## config.mk

```make
export PLATFORM = sky130hd
export DESIGN_NAME = muldiv_unit_flat
export DESIGN_NICKNAME = d
export VERILOG_FILES = /design/src/rtl/muldiv_if.sv /design/src/rtl/muldiv_unit.sv /design/src/flat_wrapper.sv
export SDC_FILE = /design/constraint.sdc
export NUM_CORES = 2
export LEC_CHECK = 0
export CORE_AREA = 2 2 247 370
export DETAILED_ROUTE_END_ITERATION = 7
export DIE_AREA = 0 0 249 372
export PLACE_DENSITY = 0.82
export SYNTH_ARGS = -nofsm -noshare
export SYNTH_HDL_FRONTEND = slang
export SYNTH_SLANG_ARGS = --single-unit
```

## constraint.sdc

```tcl
create_clock -name I_clk -period 9.75 [get_ports I_clk]
set_clock_uncertainty 0.15 [all_clocks]
set_input_delay 1.4625 -clock I_clk [delete_from_list [all_inputs] [get_ports I_clk]]
set_output_delay 1.4625 -clock I_clk [all_outputs]
set_load 0.01 [all_outputs]
```

## src/rtl/muldiv_if.sv

```systemverilog
// muldiv_if: request/result channel between the issuing core and muldiv_unit.
//   I_valid/O_ready      request handshake (issuer -> unit)
//   I_op                 RISC-V funct3 of the M-extension op
//   I_dataS1/I_dataS2    rs1 / rs2 operands
//   I_kill               pipeline flush, abandons the in-flight op
//   O_valid/I_ready      result handshake (unit -> consumer)
//   O_data               result
//   O_busy               unit holds an op that has not retired
interface muldiv_if #(
  parameter int XLEN = 32
);
  logic            I_valid;
  logic            O_ready;
  logic [2:0]      I_op;
  logic [XLEN-1:0] I_dataS1;
  logic [XLEN-1:0] I_dataS2;
  logic            I_kill;
  logic            O_valid;
  logic            I_ready;
  logic [XLEN-1:0] O_data;
  logic            O_busy;

  modport master (
    output I_valid, I_op, I_dataS1, I_dataS2, I_kill, I_ready,
    input  O_ready, O_valid, O_data, O_busy
  );

  modport slave (
    input  I_valid, I_op, I_dataS1, I_dataS2, I_kill, I_ready,
    output O_ready, O_valid, O_data, O_busy
  );
endinterface

```

## src/rtl/muldiv_unit.sv

```systemverilog
// muldiv_unit: multi-cycle RV32M/RV64M multiply/divide unit.
//   Registered single-cycle multiply, radix-2^DIV_STEP restoring divide,
//   DIV->REM fusion cache holding the last iterated quotient/remainder.
// Ports:
//   I_clk    clock, all state on the rising edge
//   I_reset  synchronous active-high reset
//   bus      muldiv_if slave side (request, kill, result handshakes)
module muldiv_unit #(
  parameter int XLEN     = 32,
  parameter int DIV_STEP = 1,
  parameter int FUSE_EN  = 1
) (
  input logic     I_clk,
  input logic     I_reset,
  muldiv_if.slave bus
);
  localparam int ITER = XLEN / DIV_STEP;
  localparam int CW   = $clog2(ITER);

  localparam logic [2:0] ST_IDLE = 3'd0;
  localparam logic [2:0] ST_MUL  = 3'd1;
  localparam logic [2:0] ST_DIV  = 3'd2;
  localparam logic [2:0] ST_FIX  = 3'd3;
  localparam logic [2:0] ST_DONE = 3'd4;

  localparam logic [XLEN-1:0] MIN_INT = {1'b1, {(XLEN-1){1'b0}}};

  logic [2:0]      state;
  logic [2:0]      op_r;
  logic [XLEN-1:0] s1_r, s2_r;
  logic [XLEN-1:0] div_a, div_p, div_d;   // dividend->quotient, partial remainder, divisor
  logic [CW-1:0]   cnt;
  logic            pre_use;
  logic [XLEN-1:0] pre_res;
  logic            o_valid;
  logic [XLEN-1:0] o_data;

  logic            c_valid, c_sgn;
  logic [XLEN-1:0] c_s1, c_s2, c_quo, c_rem;

  // ---------------- request decode (IDLE only) ----------------
  logic            in_div, in_sgn, in_rem, in_zero, in_ovf, in_hit, in_pre;
  logic [XLEN-1:0] in_mag1, in_mag2, in_pre_res;

  assign in_div  = bus.I_op[2];
  assign in_sgn  = ~bus.I_op[0];
  assign in_rem  = bus.I_op[1];
  assign in_zero = (bus.I_dataS2 == '0);
  assign in_ovf  = in_sgn & (bus.I_dataS1 == MIN_INT) & (&bus.I_dataS2);
  assign in_hit  = (FUSE_EN != 0) & c_valid & (c_s1 == bus.I_dataS1) &
                   (c_s2 == bus.I_dataS2) & (c_sgn == in_sgn);
  assign in_pre  = in_zero | in_ovf | in_hit;
  assign in_mag1 = (in_sgn & bus.I_dataS1[XLEN-1]) ? -bus.I_dataS1 : bus.I_dataS1;
  assign in_mag2 = (in_sgn & bus.I_dataS2[XLEN-1]) ? -bus.I_dataS2 : bus.I_dataS2;

  // NOTE: every always_comb output gets a default first so no path can infer a latch.
  always_comb begin
    in_pre_res = '0;
    if (in_zero)     in_pre_res = in_rem ? bus.I_dataS1 : '1;
    else if (in_ovf) in_pre_res = in_rem ? '0 : MIN_INT;
    else             in_pre_res = in_rem ? c_rem : c_quo;
  end

  // ---------------- multiply ----------------
  logic [2*XLEN-1:0] mul_a, mul_b, mul_p;
  logic [XLEN-1:0]   mul_res;

  // rs1 is signed for MULH/MULHSU, rs2 only for MULH; MUL's low half is sign-agnostic.
  assign mul_a   = {{XLEN{s1_r[XLEN-1] & (op_r == 3'd1 || op_r == 3'd2)}}, s1_r};
  assign mul_b   = {{XLEN{s2_r[XLEN-1] & (op_r == 3'd1)}}, s2_r};
  assign mul_p   = mul_a * mul_b;
  assign mul_res = (op_r == 3'd0) ? mul_p[XLEN-1:0] : mul_p[2*XLEN-1:XLEN];

  // ---------------- divide step: DIV_STEP chained trial subtractions ----------------
  logic [XLEN-1:0] step_a, step_p;
  logic [XLEN:0]   trial;

  always_comb begin
    step_a = div_a;
    step_p = div_p;
    trial  = '0;
    for (int i = 0; i < DIV_STEP; i++) begin
      trial  = {step_p, step_a[XLEN-1]};
      step_a = {step_a[XLEN-2:0], 1'b0};
      if (trial >= {1'b0, div_d}) begin
        trial     = trial - {1'b0, div_d};
        step_a[0] = 1'b1;
      end
      step_p = trial[XLEN-1:0];
    end
  end

  // Sign fix-up of the magnitude result; remainder follows the dividend sign.
  logic [XLEN-1:0] fix_q, fix_r;
  assign fix_q = (~op_r[0] & (s1_r[XLEN-1] ^ s2_r[XLEN-1])) ? -div_a : div_a;
  assign fix_r = (~op_r[0] & s1_r[XLEN-1]) ? -div_p : div_p;

  // ---------------- state ----------------
  // NOTE: only control state and the cache valid bit are reset; datapath and cache
  // payload registers are always written before they are read, so they need no reset.
  always_ff @(posedge I_clk) begin
    if (I_reset) begin
      state   <= ST_IDLE;
      o_valid <= 1'b0;
      o_data  <= '0;
      c_valid <= 1'b0;
    end else if (bus.I_kill) begin
      state   <= ST_IDLE;
      o_valid <= 1'b0;
      if (state == ST_DIV || state == ST_FIX) c_valid <= 1'b0;
    end else begin
      case (state)
        ST_IDLE: if (bus.I_valid) begin
          op_r    <= bus.I_op;
          s1_r    <= bus.I_dataS1;
          s2_r    <= bus.I_dataS2;
          pre_use <= in_div & in_pre;
          pre_res <= in_pre_res;
          // Special-case and cache-hit results are resolved now and retire through
          // the one-cycle result stage shared with multiply (same latency).
          if (!in_div || in_pre) begin
            state <= ST_MUL;
          end else begin
            div_a <= in_mag1;
            div_d <= in_mag2;
            div_p <= '0;
            cnt   <= CW'(ITER - 1);
            state <= ST_DIV;
          end
        end
        ST_MUL: begin
          o_data  <= pre_use ? pre_res : mul_res;
          o_valid <= 1'b1;
          state   <= ST_DONE;
        end
        ST_DIV: begin
          div_a <= step_a;
          div_p <= step_p;
          if (cnt == '0) state <= ST_FIX;
          else           cnt   <= cnt - 1'b1;
        end
        ST_FIX: begin
          o_data  <= op_r[1] ? fix_r : fix_q;
          o_valid <= 1'b1;
          c_valid <= 1'b1;
          c_s1    <= s1_r;
          c_s2    <= s2_r;
          c_sgn   <= ~op_r[0];
          c_quo   <= fix_q;
          c_rem   <= fix_r;
          state   <= ST_DONE;
        end
        ST_DONE: if (bus.I_ready) begin
          o_valid <= 1'b0;
          state   <= ST_IDLE;
        end
        default: state <= ST_IDLE;
      endcase
    end
  end

  assign bus.O_ready = (state == ST_IDLE);
  assign bus.O_busy  = (state != ST_IDLE);
  assign bus.O_valid = o_valid;
  assign bus.O_data  = o_data;
endmodule
```

## src/flat_wrapper.sv

```systemverilog
// flat-port wrapper written by rule: the top's interface ports become plain ports
module muldiv_unit_flat 
#(
  parameter int XLEN     = 32,
  parameter int DIV_STEP = 1,
  parameter int FUSE_EN  = 1
)
  (I_clk, I_reset, bus_I_valid, bus_I_op, bus_I_dataS1, bus_I_dataS2, bus_I_kill, bus_I_ready, bus_O_ready, bus_O_valid, bus_O_data, bus_O_busy);
  muldiv_if #(.XLEN(XLEN)) bus_i ();
  input logic I_clk;
  input logic I_reset;
  input wire logic [$bits(bus_i.I_valid)-1:0] bus_I_valid;
  input wire logic [$bits(bus_i.I_op)-1:0] bus_I_op;
  input wire logic [$bits(bus_i.I_dataS1)-1:0] bus_I_dataS1;
  input wire logic [$bits(bus_i.I_dataS2)-1:0] bus_I_dataS2;
  input wire logic [$bits(bus_i.I_kill)-1:0] bus_I_kill;
  input wire logic [$bits(bus_i.I_ready)-1:0] bus_I_ready;
  output wire logic [$bits(bus_i.O_ready)-1:0] bus_O_ready;
  output wire logic [$bits(bus_i.O_valid)-1:0] bus_O_valid;
  output wire logic [$bits(bus_i.O_data)-1:0] bus_O_data;
  output wire logic [$bits(bus_i.O_busy)-1:0] bus_O_busy;
  assign bus_i.I_valid = bus_I_valid;
  assign bus_i.I_op = bus_I_op;
  assign bus_i.I_dataS1 = bus_I_dataS1;
  assign bus_i.I_dataS2 = bus_I_dataS2;
  assign bus_i.I_kill = bus_I_kill;
  assign bus_i.I_ready = bus_I_ready;
  assign bus_O_ready = bus_i.O_ready;
  assign bus_O_valid = bus_i.O_valid;
  assign bus_O_data = bus_i.O_data;
  assign bus_O_busy = bus_i.O_busy;
  muldiv_unit #(.XLEN(XLEN), .DIV_STEP(DIV_STEP), .FUSE_EN(FUSE_EN)) u_core (.I_clk(I_clk), .I_reset(I_reset), .bus(bus_i));
endmodule
```

# ---- After elaboration in Yosys (flattened, before gate mapping)
# Cells that the tools add are included.
dict set report word_totals {
  ff_bits 367
  output_inout_bits 35
}
dict set report classes {
  n_addsub 6
  n_mul 1
  n_lt_le_gt_ge 1
  eq_ne 16
  n_mux 35
  n_bitwise 20
  n_reduce_logical 25
}
# op count
set op_table {}
lappend op_table {{$mux 32} 17}
lappend op_table {{$pmux 32 s2} 3}
lappend op_table {{$neg 32->32} 4}
lappend op_table {{$eq 32x32->1} 2}
lappend op_table {{$mul 33x33->64} 1}
lappend op_table {{$ge 33x32->1} 1}
lappend op_table {{$eq 32x32->1 const B} 1}
lappend op_table {{$logic_not 32->1} 1}
lappend op_table {{$reduce_and 32->1} 1}
lappend op_table {{$sub 32x32->32} 1}
lappend op_table {{$mux 5} 3}
lappend op_table {{$and 1x1->1} 12}
lappend op_table {{$pmux 3 s4} 1}
lappend op_table {{$ne 2x2->1 const B} 5}
lappend op_table {{$pmux 5 s2} 1}
lappend op_table {{$reduce_and 5->1} 2}
lappend op_table {{$eq 3x2->1 const B} 3}
lappend op_table {{$mux 3} 3}
lappend op_table {{$reduce_bool 2->1} 4}
lappend op_table {{$eq 3x1->1 const B} 2}
lappend op_table {{$logic_not 3->1} 2}
lappend op_table {{$reduce_and 2->1} 3}
lappend op_table {{$reduce_and 3->1} 2}
lappend op_table {{$reduce_and 6->1} 1}
lappend op_table {{other kinds (16)} 28}

# ---- Longest topological paths before layout
dict set report logic_depth {
  ltp_word 9
  depth_mapped 31
}

# ---- Worst setup path after synthesis
# OpenSTA, ideal clock, no wires.
dict set report synth_timing {
  path_type {reg2reg}
  from {reg u_core.op_r[0]}
  to {reg u_core.o_data[27], in the netlist u_core.bus.O_data[27]}
  setup_time_ns 0.130
  arrival_ns 8.166
  required_ns 9.470
  slack_ns 1.304
  path_stages_with_launch 30
  path_buffers 2
  cell_sequence {edfxtp_1 -> xnor2_1 -> nor2_1 -> clkbuf_1 -> nand2_1 -> inv_1 -> fa_1 -> inv_1 -> fa_1 -> inv_1 -> fa_1 -> inv_1 -> fa_1 -> inv_1 -> fa_1 -> fa_1 -> fa_1 -> inv_1 -> fa_1 -> inv_1 -> ha_1 -> clkbuf_1 -> a21oi_1 -> o21a_1 -> o31ai_1 -> nor2_1 -> a31o_2 -> o31ai_1 -> nor3b_1 -> o22ai_1}
}
dict set report synth_between {
  elab_chain_len 7
  word_cells_on_any_way 16
}
# item line
set synth_rtl {}
lappend synth_rtl {{start: declaration} muldiv_unit.sv:29} ;# logic [2:0] op_r;
lappend synth_rtl {{start signal: assignment} muldiv_unit.sv:114} ;# op_r <= bus.I_op;
lappend synth_rtl {{$eq 3x1->1 / $eq 3x2->1 (equally long branches)} {muldiv_unit.sv:69, muldiv_unit.sv:70}}
lappend synth_rtl {{$logic_or 1x1->1} muldiv_unit.sv:69} ;# assign mul_a = {{XLEN{s1_r[XLEN-1] & (op_r == 3'd1 || op_r == 3'd2)}}, s1_r};
lappend synth_rtl {{$and 1x1->1} muldiv_unit.sv:69}
lappend synth_rtl {{$mul 33x33->64} muldiv_unit.sv:71} ;# assign mul_p = mul_a * mul_b;
lappend synth_rtl {{$mux 32} muldiv_unit.sv:72} ;# assign mul_res = (op_r == 3'd0) ? mul_p[XLEN-1:0] : mul_p[2*XLEN-1:XLEN];
lappend synth_rtl {{$mux 32} muldiv_unit.sv:132} ;# o_data <= pre_use ? pre_res : mul_res;
lappend synth_rtl {{$pmux 32 s2 (*)} muldiv_unit.sv:112} ;# case (state)
lappend synth_rtl {{end signal: assignment} muldiv_unit.sv:132}
lappend synth_rtl {{end signal: assignment} muldiv_unit.sv:143} ;# o_data <= op_r[1] ? fix_r : fix_q;
lappend synth_rtl {{end: declaration} muldiv_unit.sv:36} ;# logic [XLEN-1:0] o_data;
# Every way passes the cells marked *; elsewhere a longest branch is shown, timed or not.
# A chain may end at the register's enable or synchronous reset.

# ---- Worst setup path in the final report
dict set report layout_timing {
  from {reg u_core.op_r[0]}
  to {reg u_core.o_data[18], in the netlist u_core.bus.O_data[18]}
}
# The elaborated chain is that of the path after synthesis.

==> flow_metrics.env <==
export IMPL_grt_max_degree=77
export IMPL_busiest_layer="met2"
export IMPL_clk_root_buffer_cell="clkbuf_16"
export IMPL_syn_area_per_cell_sq_um=9.46
export IMPL_cts_inserted_buffers=29
export IMPL_vias=45000
export IMPL_synth_edf_count=330
export IMPL_postRouteAntennaNets=0
export IMPL_tns_ns=0
export IMPL_drt_iter0_drc=4209
export IMPL_synth_seq_area_share_pct=18.5
export IMPL_slew_viol_final=20
export IMPL_die_x_um=249
export IMPL_clock_sinks=367
export IMPL_firstDrtPassIters=8
export IMPL_wirelength_mm=181
export IMPL_hold_depth=0
export IMPL_worstReg2RegEnd="u_core.bus.O_data[18]$_SDFFE_PP0P_"
export IMPL_grt_use_met3_pct=6.70
export IMPL_synthArstFlopShare_pct=0
export IMPL_start_util_pct=64.4
export IMPL_status="complete, but fails checks"
export IMPL_std_cell_rows=135
export IMPL_timing_reg2reg_setup_slack_ns=0.36
export IMPL_grt_pass1_wl_mm=277
export IMPL_hold_end="u_core.c_s1[8]$_DFFE_PP_"
export IMPL_finalNetCount=7511
export IMPL_violations="capacitance limit, slew limit"
export IMPL_cts_tree="yes"
export IMPL_min_from="u_core.s1_r[8]$_DFFE_PP_"
export IMPL_rsz0062_at_grt="no"
export IMPL_antenna_found_initial=6
export IMPL_drv_cap=1
export IMPL_relSlewSlack_pct=-0.888
export IMPL_period_needed_ns=9.39
export IMPL_gr_total_overflow=0
export IMPL_crit_fanout=25
export IMPL_wl_per_cell_um=25.0
export IMPL_clk_pin_slew_ns=0.08
export IMPL_io_pins=107
export IMPL_reg2reg_depth=26
export IMPL_syn_cell_area_sq_um=57700
export IMPL_dp_final_hpwl_mm=146
export IMPL_synth_fp_nets=7553
export IMPL_ys_ff_latch=367
export IMPL_fmax_mhz=106
export IMPL_drcViolationCount=0
export IMPL_setup_viol=0
export IMPL_met1_usage_pct=43.2
export IMPL_syn2layout_area_growth_pct=5.84
export IMPL_tightest_slew_ns=1.51
export IMPL_mostFrequentLayoutCells="inv_1 (1240), fa_1 (1126), nand2_1 (932)"
export IMPL_finalHoldViolations=0
export IMPL_r2r_start="u_core.op_r[0]$_DFFE_PP_"
export IMPL_cp_required_ns=10.13
export IMPL_grtUsageMet2_pct=68.3
export IMPL_cts_buffer_depth=3
export IMPL_gp_congestion=1.06
export IMPL_worstSetupEndpointType="flip-flop"
export IMPL_cp_start_kind="flip-flop"
export IMPL_first_global_vias=48300
export IMPL_syn_inst=6104
export IMPL_final_common_cell="inv_1"
export IMPL_dieArea_sq_um=92600
export IMPL_die_h_um=372
export IMPL_crit_arrival_ns=9.78
export IMPL_synthDistinctLibCells=85
export IMPL_core_sq_um=89700
export IMPL_io_buffers=106
export IMPL_synth_ff_type="edfxtp_1"
export IMPL_path_class="reg -> reg"
export IMPL_yosysWarnings=0
export IMPL_drive_gt1_share_pct=3.91
export IMPL_fin_crit_sh_pct=96.3
export IMPL_htree_levels=1
export IMPL_vias_per_cell=6.21
export IMPL_hold_class="reg -> reg"
export IMPL_clk_latency_ns=0.61
export IMPL_grtUsageTotal_pct=40.1
repair_timing:
item / 4_1_cts / 5_1_grt
gates resized for setup: 0 / 1
buffers inserted: 0 / 0
hold buffers: 0 / 0
endpoints found under the setup margin: 0 / 1
synthesized netlist by cell type, types with 31 or more instances:
master / number / area share, %
inv_1: 1242 / 8.1
fa_1: 1126 / 39
nand2_1: 932 / 6.1
edfxtp_1: 330 / 17
and2_1: 322 / 3.5
clkbuf_1: 302 / 2.0
ha_1: 251 / 5.4
nor2_1: 241 / 1.6
a21oi_1: 195 / 1.7
o21ai_0: 167 / 1.4
xnor2_1: 135 / 2.0
xor2_1: 123 / 1.9
nor3_1: 47 / 0.41
nand4_1: 45 / 0.49
nand3_1: 40 / 0.35
dfxtp_1: 37 / 1.3
nor4_1: 33 / 0.36
a221o_1: 31 / 0.54
flip-flops by register name, indices dropped and copies added, names as in the netlist:
| register | cells |
|---|---|
| u_core.c_quo | 32 |
| u_core.s2_r | 32 |
| u_core.pre_res | 32 |
| u_core.div_a | 32 |
| u_core.c_s2 | 32 |
| u_core.pre_use | 1 |
| u_core.c_valid | 1 |
| u_core.c_rem | 32 |
| u_core.cnt | 5 |
| u_core.s1_r | 32 |
| u_core.state | 3 |
| u_core.c_s1 | 32 |
| u_core.op_r | 3 |
| u_core.bus.O_data | 32 |
| u_core.c_sgn | 1 |
| u_core.div_p | 32 |
| u_core.bus.O_valid | 1 |
| u_core.div_d | 32 |
logic make-up after synthesis:
| kind of cell | after synthesis | synth area share (%) |
|---|---|---|
| and+or+nand+nor | 1822 | 14.8 |
| buffers and inverters | 1567 | 10.3 |
| adders and majority gates | 1377 | 44.5 |
| AOI/OAI and AO/OA | 685 | 7.63 |
| DFF | 367 | 18.5 |
| xor gates and xnor gates | 258 | 3.91 |
| muxes | 28 | 0.492 |
critical path, cell delays in order, from the launching register on:
cell	delay, ns
edfxtp_1	0.51
xnor2_1	0.21
nor2_2	0.39
buf_4	0.39
nand2_1	0.22
fa_1	0.66
fa_1	0.62
inv_1	0.09
fa_1	0.54
inv_1	0.05
fa_1	0.48
fa_1	0.60
inv_1	0.07
fa_1	0.47
inv_1	0.05
fa_1	0.44
fa_1	0.58
inv_1	0.07
ha_1	0.39
a21oi_1	0.21
nor2b_1	0.09
nor3_1	0.25
o211ai_1	0.20
o211ai_1	0.38
mux2i_1	0.65
o221ai_1	0.32
a31oi_1	0.21
cell type report:
class | instances | area [sq um]
clock buffer | 31 | 743
multi-input combinational | 4170 | 41200
inverter | 1243 | 4670
fill | 6783 | 28600
sequential | 367 | 10700
clock inverter | 21 | 235
antenna | 3 | 7.51
timing repair buffer | 251 | 2160
tap | 1164 | 1460
per-layer routing:
metal | wire, um | part of all wire (%)
met2 | 88700 | 49
met3 | 16400 | 9.1
met1 | 56100 | 31
met5 | 42 | 0.023
met4 | 19800 | 11
worst max-delay path by stage:
stage,from,to,slack [ns],cells past startpoint
after floorplan,u_core.op_r[0]$_DFFE_PP_,u_core.bus.O_data[27]$_SDFFE_PP0P_,1.30,29
after detailed placement,u_core.op_r[0]$_DFFE_PP_,u_core.bus.O_data[27]$_SDFFE_PP0P_,0.50,25
after global placement,u_core.op_r[0]$_DFFE_PP_,u_core.bus.O_data[19]$_SDFFE_PP0P_,0.69,27
final,u_core.op_r[0]$_DFFE_PP_,u_core.bus.O_data[18]$_SDFFE_PP0P_,0.36,26
after CTS,u_core.op_r[0]$_DFFE_PP_,u_core.bus.O_data[27]$_SDFFE_PP0P_,0.48,25
after global routing,u_core.op_r[0]$_DFFE_PP_,u_core.bus.O_data[27]$_SDFFE_PP0P_,0.02,25
metrics by stage:
| stage | cells | util, % | setup WS [ns] | hold slack [ns] | area [sq um] |
|---|---|---|---|---|---|
| detailed placement | 7195 | 67.0 | 0.498 | 0.302 | 60100 |
| floorplan | 6104 | - | 1.30 | 0.274 | 57700 |
| CTS | 7247 | 68.1 | 0.477 | 0.305 | 61100 |
| finish | 7250 | 68.1 | 0.359 | 0.311 | 61100 |
| global placement | 7195 | 67.0 | 0.688 | 0.282 | 60100 |
| global route | 7247 | 68.1 | 0.0194 | 0.317 | 61100 |
Power is left out: the tool's default activity adds up to more than one toggle a clock period on the data nets, which glitch-free logic cannot reach.
